## src/rtl/div_issue_ctrl_if.sv

```systemverilog
// Issue/response bundle between the execute pipeline, div_issue_ctrl and the combinational divider.
// The master side is the pipeline plus divider array; the slave side is the controller.
interface div_issue_ctrl_if #(
  parameter int TAG_W = 5
);
  logic             flush;
  logic             req_valid;
  logic             req_ready;
  logic [2:0]       req_funct3;
  logic [31:0]      req_rs1;
  logic [31:0]      req_rs2;
  logic [TAG_W-1:0] req_tag;
  logic [31:0]      div_a;
  logic [31:0]      div_b;
  logic             div_sign;
  logic [31:0]      div_f;
  logic [31:0]      div_rem;
  logic             resp_valid;
  logic             resp_ready;
  logic [31:0]      resp_data;
  logic [TAG_W-1:0] resp_tag;
  logic             busy;

  modport master (
    output flush, req_valid, req_funct3, req_rs1, req_rs2, req_tag, resp_ready,
           div_f, div_rem,
    input  req_ready, div_a, div_b, div_sign, resp_valid, resp_data, resp_tag, busy
  );

  modport slave (
    input  flush, req_valid, req_funct3, req_rs1, req_rs2, req_tag, resp_ready,
           div_f, div_rem,
    output req_ready, div_a, div_b, div_sign, resp_valid, resp_data, resp_tag, busy
  );
endinterface

```

## src/rtl/div_issue_ctrl.sv

```systemverilog
// Multicycle issue controller for a combinational 32-bit divider (DIV/DIVU/REM/REMU).
// Optional last-result cache enabled by defining DIV_ISSUE_RESULT_CACHE_EN.
module div_issue_ctrl #(
  parameter int LATENCY = 4,
  parameter int TAG_W   = 5
) (
  input  logic         clk,
  input  logic         rst_n,
  div_issue_ctrl_if.slave bus
);
  typedef enum logic [1:0] {IDLE, WAIT, DONE} state_t;

  localparam logic [3:0] CNT_INIT = 4'(LATENCY - 1);

  state_t           state_q, state_d;
  logic [3:0]       cnt_q, cnt_d;
  logic [31:0]      a_q, a_d;
  logic [31:0]      b_q, b_d;
  logic             sign_q, sign_d;
  logic             rem_sel_q, rem_sel_d;
  logic             legal_q, legal_d;
  logic [TAG_W-1:0] tag_q, tag_d;
  logic [31:0]      data_q, data_d;
  logic             can_accept;
  logic             is_dz;
  logic             is_ovf;

`ifdef DIV_ISSUE_RESULT_CACHE_EN
  logic        cvalid_q, cvalid_d;
  logic [31:0] ca_q, ca_d;
  logic [31:0] cb_q, cb_d;
  logic        csign_q, csign_d;
  logic [31:0] cquo_q, cquo_d;
  logic [31:0] crem_q, crem_d;
  logic        hit;

  // Only legal ops may hit; illegal funct3 must still take the full latency.
  assign hit = bus.req_funct3[2] & cvalid_q & (bus.req_rs1 == ca_q) &
               (bus.req_rs2 == cb_q) & (~bus.req_funct3[0] == csign_q);
`endif

  assign can_accept = (state_q == IDLE) & ~bus.flush;
  assign is_dz      = bus.req_funct3[2] & (bus.req_rs2 == 32'h0);
  assign is_ovf     = bus.req_funct3[2] & ~bus.req_funct3[0] &
                      (bus.req_rs1 == 32'h8000_0000) & (bus.req_rs2 == 32'hFFFF_FFFF);

  always_ff @(posedge clk or negedge rst_n) begin
    if (!rst_n) begin
      state_q   <= IDLE;
      cnt_q     <= '0;
      a_q       <= '0;
      b_q       <= '0;
      sign_q    <= 1'b0;
      rem_sel_q <= 1'b0;
      legal_q   <= 1'b0;
      tag_q     <= '0;
      data_q    <= '0;
`ifdef DIV_ISSUE_RESULT_CACHE_EN
      cvalid_q  <= 1'b0;
      ca_q      <= '0;
      cb_q      <= '0;
      csign_q   <= 1'b0;
      cquo_q    <= '0;
      crem_q    <= '0;
`endif
    end else begin
      state_q   <= state_d;
      cnt_q     <= cnt_d;
      a_q       <= a_d;
      b_q       <= b_d;
      sign_q    <= sign_d;
      rem_sel_q <= rem_sel_d;
      legal_q   <= legal_d;
      tag_q     <= tag_d;
      data_q    <= data_d;
`ifdef DIV_ISSUE_RESULT_CACHE_EN
      cvalid_q  <= cvalid_d;
      ca_q      <= ca_d;
      cb_q      <= cb_d;
      csign_q   <= csign_d;
      cquo_q    <= cquo_d;
      crem_q    <= crem_d;
`endif
    end
  end

  always_comb begin
    state_d   = state_q;
    cnt_d     = cnt_q;
    a_d       = a_q;
    b_d       = b_q;
    sign_d    = sign_q;
    rem_sel_d = rem_sel_q;
    legal_d   = legal_q;
    tag_d     = tag_q;
    data_d    = data_q;
`ifdef DIV_ISSUE_RESULT_CACHE_EN
    cvalid_d  = cvalid_q;
    ca_d      = ca_q;
    cb_d      = cb_q;
    csign_d   = csign_q;
    cquo_d    = cquo_q;
    crem_d    = crem_q;
`endif
    if (bus.flush) begin
      state_d = IDLE;
      cnt_d   = '0;
    end else begin
      unique case (state_q)
        IDLE: begin
          if (bus.req_valid && can_accept) begin
            a_d       = bus.req_rs1;
            b_d       = bus.req_rs2;
            sign_d    = ~bus.req_funct3[0];
            rem_sel_d = bus.req_funct3[1];
            legal_d   = bus.req_funct3[2];
            tag_d     = bus.req_tag;
            if (is_dz) begin
              data_d  = bus.req_funct3[1] ? bus.req_rs1 : 32'hFFFF_FFFF;
              state_d = DONE;
            end else if (is_ovf) begin
              data_d  = bus.req_funct3[1] ? 32'h0 : 32'h8000_0000;
              state_d = DONE;
            end
`ifdef DIV_ISSUE_RESULT_CACHE_EN
            else if (hit) begin
              data_d  = bus.req_funct3[1] ? crem_q : cquo_q;
              state_d = DONE;
            end
`endif
            else begin
              cnt_d   = CNT_INIT;
              state_d = WAIT;
            end
          end
        end
        WAIT: begin
          if (cnt_q != 4'd0) begin
            cnt_d = cnt_q - 4'd1;
          end else begin
            data_d  = legal_q ? (rem_sel_q ? bus.div_rem : bus.div_f) : 32'h0;
            state_d = DONE;
`ifdef DIV_ISSUE_RESULT_CACHE_EN
            cvalid_d = 1'b1;
            ca_d     = a_q;
            cb_d     = b_q;
            csign_d  = sign_q;
            cquo_d   = bus.div_f;
            crem_d   = bus.div_rem;
`endif
          end
        end
        DONE: begin
          if (bus.resp_ready) state_d = IDLE;
        end
        default: state_d = IDLE;
      endcase
    end
  end

  always_comb begin
    bus.req_ready  = can_accept;
    bus.resp_valid = (state_q == DONE);
    bus.busy       = (state_q != IDLE);
    bus.div_a      = a_q;
    bus.div_b      = b_q;
    bus.div_sign   = sign_q;
    bus.resp_data  = data_q;
    bus.resp_tag   = tag_q;
  end
endmodule
```

## src/flat_wrapper.sv

```systemverilog
// flat-port wrapper written by rule: the top's interface ports become plain ports
module div_issue_ctrl_flat 
#(
  parameter int LATENCY = 4,
  parameter int TAG_W   = 5
)
  (clk, rst_n, bus_flush, bus_req_valid, bus_req_funct3, bus_req_rs1, bus_req_rs2, bus_req_tag, bus_resp_ready, bus_div_f, bus_div_rem, bus_req_ready, bus_div_a, bus_div_b, bus_div_sign, bus_resp_valid, bus_resp_data, bus_resp_tag, bus_busy);
  div_issue_ctrl_if #(.TAG_W(TAG_W)) bus_i ();
  input  logic clk;
  input  logic rst_n;
  input wire logic [$bits(bus_i.flush)-1:0] bus_flush;
  input wire logic [$bits(bus_i.req_valid)-1:0] bus_req_valid;
  input wire logic [$bits(bus_i.req_funct3)-1:0] bus_req_funct3;
  input wire logic [$bits(bus_i.req_rs1)-1:0] bus_req_rs1;
  input wire logic [$bits(bus_i.req_rs2)-1:0] bus_req_rs2;
  input wire logic [$bits(bus_i.req_tag)-1:0] bus_req_tag;
  input wire logic [$bits(bus_i.resp_ready)-1:0] bus_resp_ready;
  input wire logic [$bits(bus_i.div_f)-1:0] bus_div_f;
  input wire logic [$bits(bus_i.div_rem)-1:0] bus_div_rem;
  output wire logic [$bits(bus_i.req_ready)-1:0] bus_req_ready;
  output wire logic [$bits(bus_i.div_a)-1:0] bus_div_a;
  output wire logic [$bits(bus_i.div_b)-1:0] bus_div_b;
  output wire logic [$bits(bus_i.div_sign)-1:0] bus_div_sign;
  output wire logic [$bits(bus_i.resp_valid)-1:0] bus_resp_valid;
  output wire logic [$bits(bus_i.resp_data)-1:0] bus_resp_data;
  output wire logic [$bits(bus_i.resp_tag)-1:0] bus_resp_tag;
  output wire logic [$bits(bus_i.busy)-1:0] bus_busy;
  assign bus_i.flush = bus_flush;
  assign bus_i.req_valid = bus_req_valid;
  assign bus_i.req_funct3 = bus_req_funct3;
  assign bus_i.req_rs1 = bus_req_rs1;
  assign bus_i.req_rs2 = bus_req_rs2;
  assign bus_i.req_tag = bus_req_tag;
  assign bus_i.resp_ready = bus_resp_ready;
  assign bus_i.div_f = bus_div_f;
  assign bus_i.div_rem = bus_div_rem;
  assign bus_req_ready = bus_i.req_ready;
  assign bus_div_a = bus_i.div_a;
  assign bus_div_b = bus_i.div_b;
  assign bus_div_sign = bus_i.div_sign;
  assign bus_resp_valid = bus_i.resp_valid;
  assign bus_resp_data = bus_i.resp_data;
  assign bus_resp_tag = bus_i.resp_tag;
  assign bus_busy = bus_i.busy;
  div_issue_ctrl #(.LATENCY(LATENCY), .TAG_W(TAG_W)) u_core (.clk(clk), .rst_n(rst_n), .bus(bus_i));
endmodule
```

## config.mk

```make
export PLATFORM = sky130hd
export DESIGN_NAME = div_issue_ctrl_flat
export DESIGN_NICKNAME = d
export VERILOG_FILES = /design/src/rtl/div_issue_ctrl_if.sv /design/src/rtl/div_issue_ctrl.sv /design/src/flat_wrapper.sv
export SDC_FILE = /design/constraint.sdc
export NUM_CORES = 1
export LEC_CHECK = 0
export CAP_MARGIN = 10
export CORE_MARGIN = 2
export CORE_UTILIZATION = 40
export CTS_BUF_LIST = sky130_fd_sc_hd__clkbuf_4
export DETAILED_ROUTE_END_ITERATION = 7
export GPL_TIMING_DRIVEN = 0
export PLACE_DENSITY = 0.82
export SLEW_MARGIN = 20
export SYNTH_ARGS = -nofsm -noshare
export SYNTH_HDL_FRONTEND = slang
export SYNTH_SLANG_ARGS = --single-unit
```

## constraint.sdc

```tcl
create_clock -name clk -period 2.12 [get_ports clk]
set_clock_uncertainty 0.1 [all_clocks]
set_input_delay 0.212 -clock clk [delete_from_list [all_inputs] [get_ports clk]]
set_output_delay 0.212 -clock clk [all_outputs]
set_load 0.1 [all_outputs]
```

==> metrics.csv <==
metric,value,unit
Worst Setup End Kind,flip-flop,
Post-Syn Area,5450,um2
Netlist cell types,41,
post-synthesis sequential area ratio,0.505,
most common flop cell mapped by yosys,dfrtp_1,
final worst slack,-71.8,ps
Worst Hold Class,in -> reg,
Final HPWL DP,13500,um
CTS tree,yes,
Port Buffer Count,245,
Final ANT Viol Nets,0,
Max Fanout on Critical Path,10,
vias after detailed routing,5447,
Crit path arrival time,2470,ps
grt ovf,0,
dominant cell type by area after synthesis,dfrtp_1,
vias in the first global route,5411,
f_max,456,MHz
final slew viol count,0,
Die X,121,um
number of DRC markers in iteration 0,243,
mean post-synth cell area,9.64,um2
Area Overhead vs Synth,65.1,%
aggregate routed wire length,19400,um
outcome,finished with violations,
TritonCTS buffer count,9,
post-synthesis register bit count,110,
initial core utilization,0.410,
register area,2750,um2
Yosys Warn Count,0,
FILL cells,1044,
final net count,1024,
setup violators final,32,
first-pass GRT wire length,28500,um
fin crit share,1.03,
WP data required,2400,ps
Die ar.,14600,um2
failing checks,negative setup slack,
Clock Sinks,110,
largest net degree at the start of global routing,67,
most frequent cells after synthesis,"nand2_1 (221), dfrtp_1 (110), mux2i_1 (31), o22ai_1 (31), mux2_4 (30)",
hold_sp,bus_req_rs1[20],
Lkg Pwr,4.71,nW
Post-synth EDFFs,0,
worst slew pin tran,1020,ps
Core ar.,13300,um2
die height,121,um
Max VDD drop,1.08,mV
Syn Nets,708,
vias per cell,5.13,
Worst R2R Start,u_core.state_q[0],
CP Class,in -> reg,
Cell Pwr Density,1130,nW/um2
pre-CTS setup slack,-968,ps
IO Pins,246,
initial antenna violation count,0,
Area after DPL,8180,um2
Synth area leaders,"dfrtp_1 (51%), nand2_1 (15%), mux2_4 (8.3%), mux2i_1 (5.7%), o22ai_1 (3.6%)",
Finished Cell Area,8990,um2
average routed wire per standard cell,18.3,um
clock latency on the worst-skew pair,480,ps
row count,42,
max-cap violations,0,
total track usage,0.253,
"Hold Vio Cnt, Final",0,
"count leader, synth",nand2_1,
DRC violations left,0,
first drt pass iteration count,7,
CTS H-Tree Depth,3,
Setup crit start kind,primary input,
crit path from,bus_req_funct3[2],
n_diodes,0,
GP Congestion,0.873,
share of the synthesized area in the top cell type,0.505,
Slew headroom,0.322,
post-layout min period,2190,ps
clk buf depth,2,
Root Buffer,clkbuf_4,
Cells after Synth,565,
layout cells sized above 1,0.155,
ys async rst share,1.00,
multi-input logic area,2710,um2
CTS clock-pin slew for the worst setup and hold paths,160,ps
==> cell families (layout without fill, tap and decap cells) <==
family	Yosys count	after routing	share of synthesized area
DFF	110	110	0.505
muxes	64	64	0.146
adders and majority gates	2	2	0.00459
AOI/OAI and AO/OA	50	50	0.0595
and+or+nand+nor	303	303	0.252
buffers and inverters	36	357	0.0331
==> through the flow <==
step,hold slack [ps],std cells,setup TNS [ps],power [W],util
after global routing,10.8,1062,-3820,0.0105,0.676
after CTS,2.10,1029,0,0.0100,0.644
after detailed placement,69.4,987,-33560,0.00939,0.615
after floorplan,-184,565,-23970,0.00765,-
final,28.3,1062,-1920,0.0101,0.676
after global placement,357,986,-422920,0.00933,0.613
==> area by class of cell <==
type                            instances  share of cell area
Timing Repair Buffer                  306               0.332
Clock buffer                           10             0.00835
Multi-Input combinational cell        419               0.301
Inverter                                4             0.00167
Tap cell                              176              0.0245
Sequential cell                       110               0.306
Buffer                                 31              0.0217
Clock inverter                          6             0.00431
==> routing by layer <==
| layer | routed length (um) | global-route usage | part of all wire |
|---|---|---|---|
| met4 | 457 | 0.0814 | 0.024 |
| met3 | 1350 | 0.0486 | 0.070 |
| met1 | 7870 | 0.325 | 0.41 |
| met2 | 9720 | 0.431 | 0.50 |
| met5 | 0 | 0 | 0 |
==> worst paths after layout <==
kind	endpoint	slack [ps]	depth (start not counted)
min	u_core.bus.div_a[20]	30	3
min in group asynchronous	u_core.bus.resp_tag[0]	140	2
max reg2reg	u_core.bus.resp_data[10]	80	7
min reg2reg	u_core.bus.div_a[23]	390	2
max	u_core.bus.resp_data[10]	-70	9
max in group asynchronous	u_core.bus.div_a[18]	1110	3
==> layout by cell type, fill, tap and decap left out, types with 11 or more instances in the layout <==
cell type	instances
dfrtp_1	109
dlygate4sd3_1	38
clkbuf_1	11
dlymetal6s2s_1	22
clkdlybuf4s50_1	93
mux2i_1	31
clkdlybuf4s15_1	25
nand2_1	220
and2b_1	17
mux2_4	30
nor2b_1	14
dlygate4sd2_1	90
o22ai_1	30
clkbuf_2	19
buf_4	16
==> critical path, stage by stage <==
cell and delay, ps:
clkdlybuf4s15_1 300, nor4b_2 290, nand4_1 200, or4_4 620, o21ai_4 190, a21oi_4 80
buf_12 140, buf_12 140, mux2_4 300
==> registers in the layout, summed over array words and instances, names as in the netlist <==
name / flops
u_core.rem_sel_q: 1
u_core.bus.div_a: 32
u_core.bus.resp_data: 32
u_core.bus.div_sign: 1
u_core.bus.resp_tag: 5
u_core.cnt_q: 4
u_core.state_q: 2
u_core.bus.div_b: 32
u_core.legal_q: 1
==> what timing repair did <==
action,4_1_cts,5_1_grt
endpoints found under the setup margin,142,65
endpoints found under the hold margin,121,26
gates resized for setup,170,85
gates cloned,2,2
hold buffers,12,26
buffers inserted,12,6
pin swaps,17,23
==> power by group <==
group          internal, W  switching (W)  total [W]
Clock             0.000248       0.000724   0.000972
Sequential         0.00261       0.000302    0.00292
Combinational      0.00136        0.00487    0.00623
No activity file was read; power rests on OpenSTA's default activity.
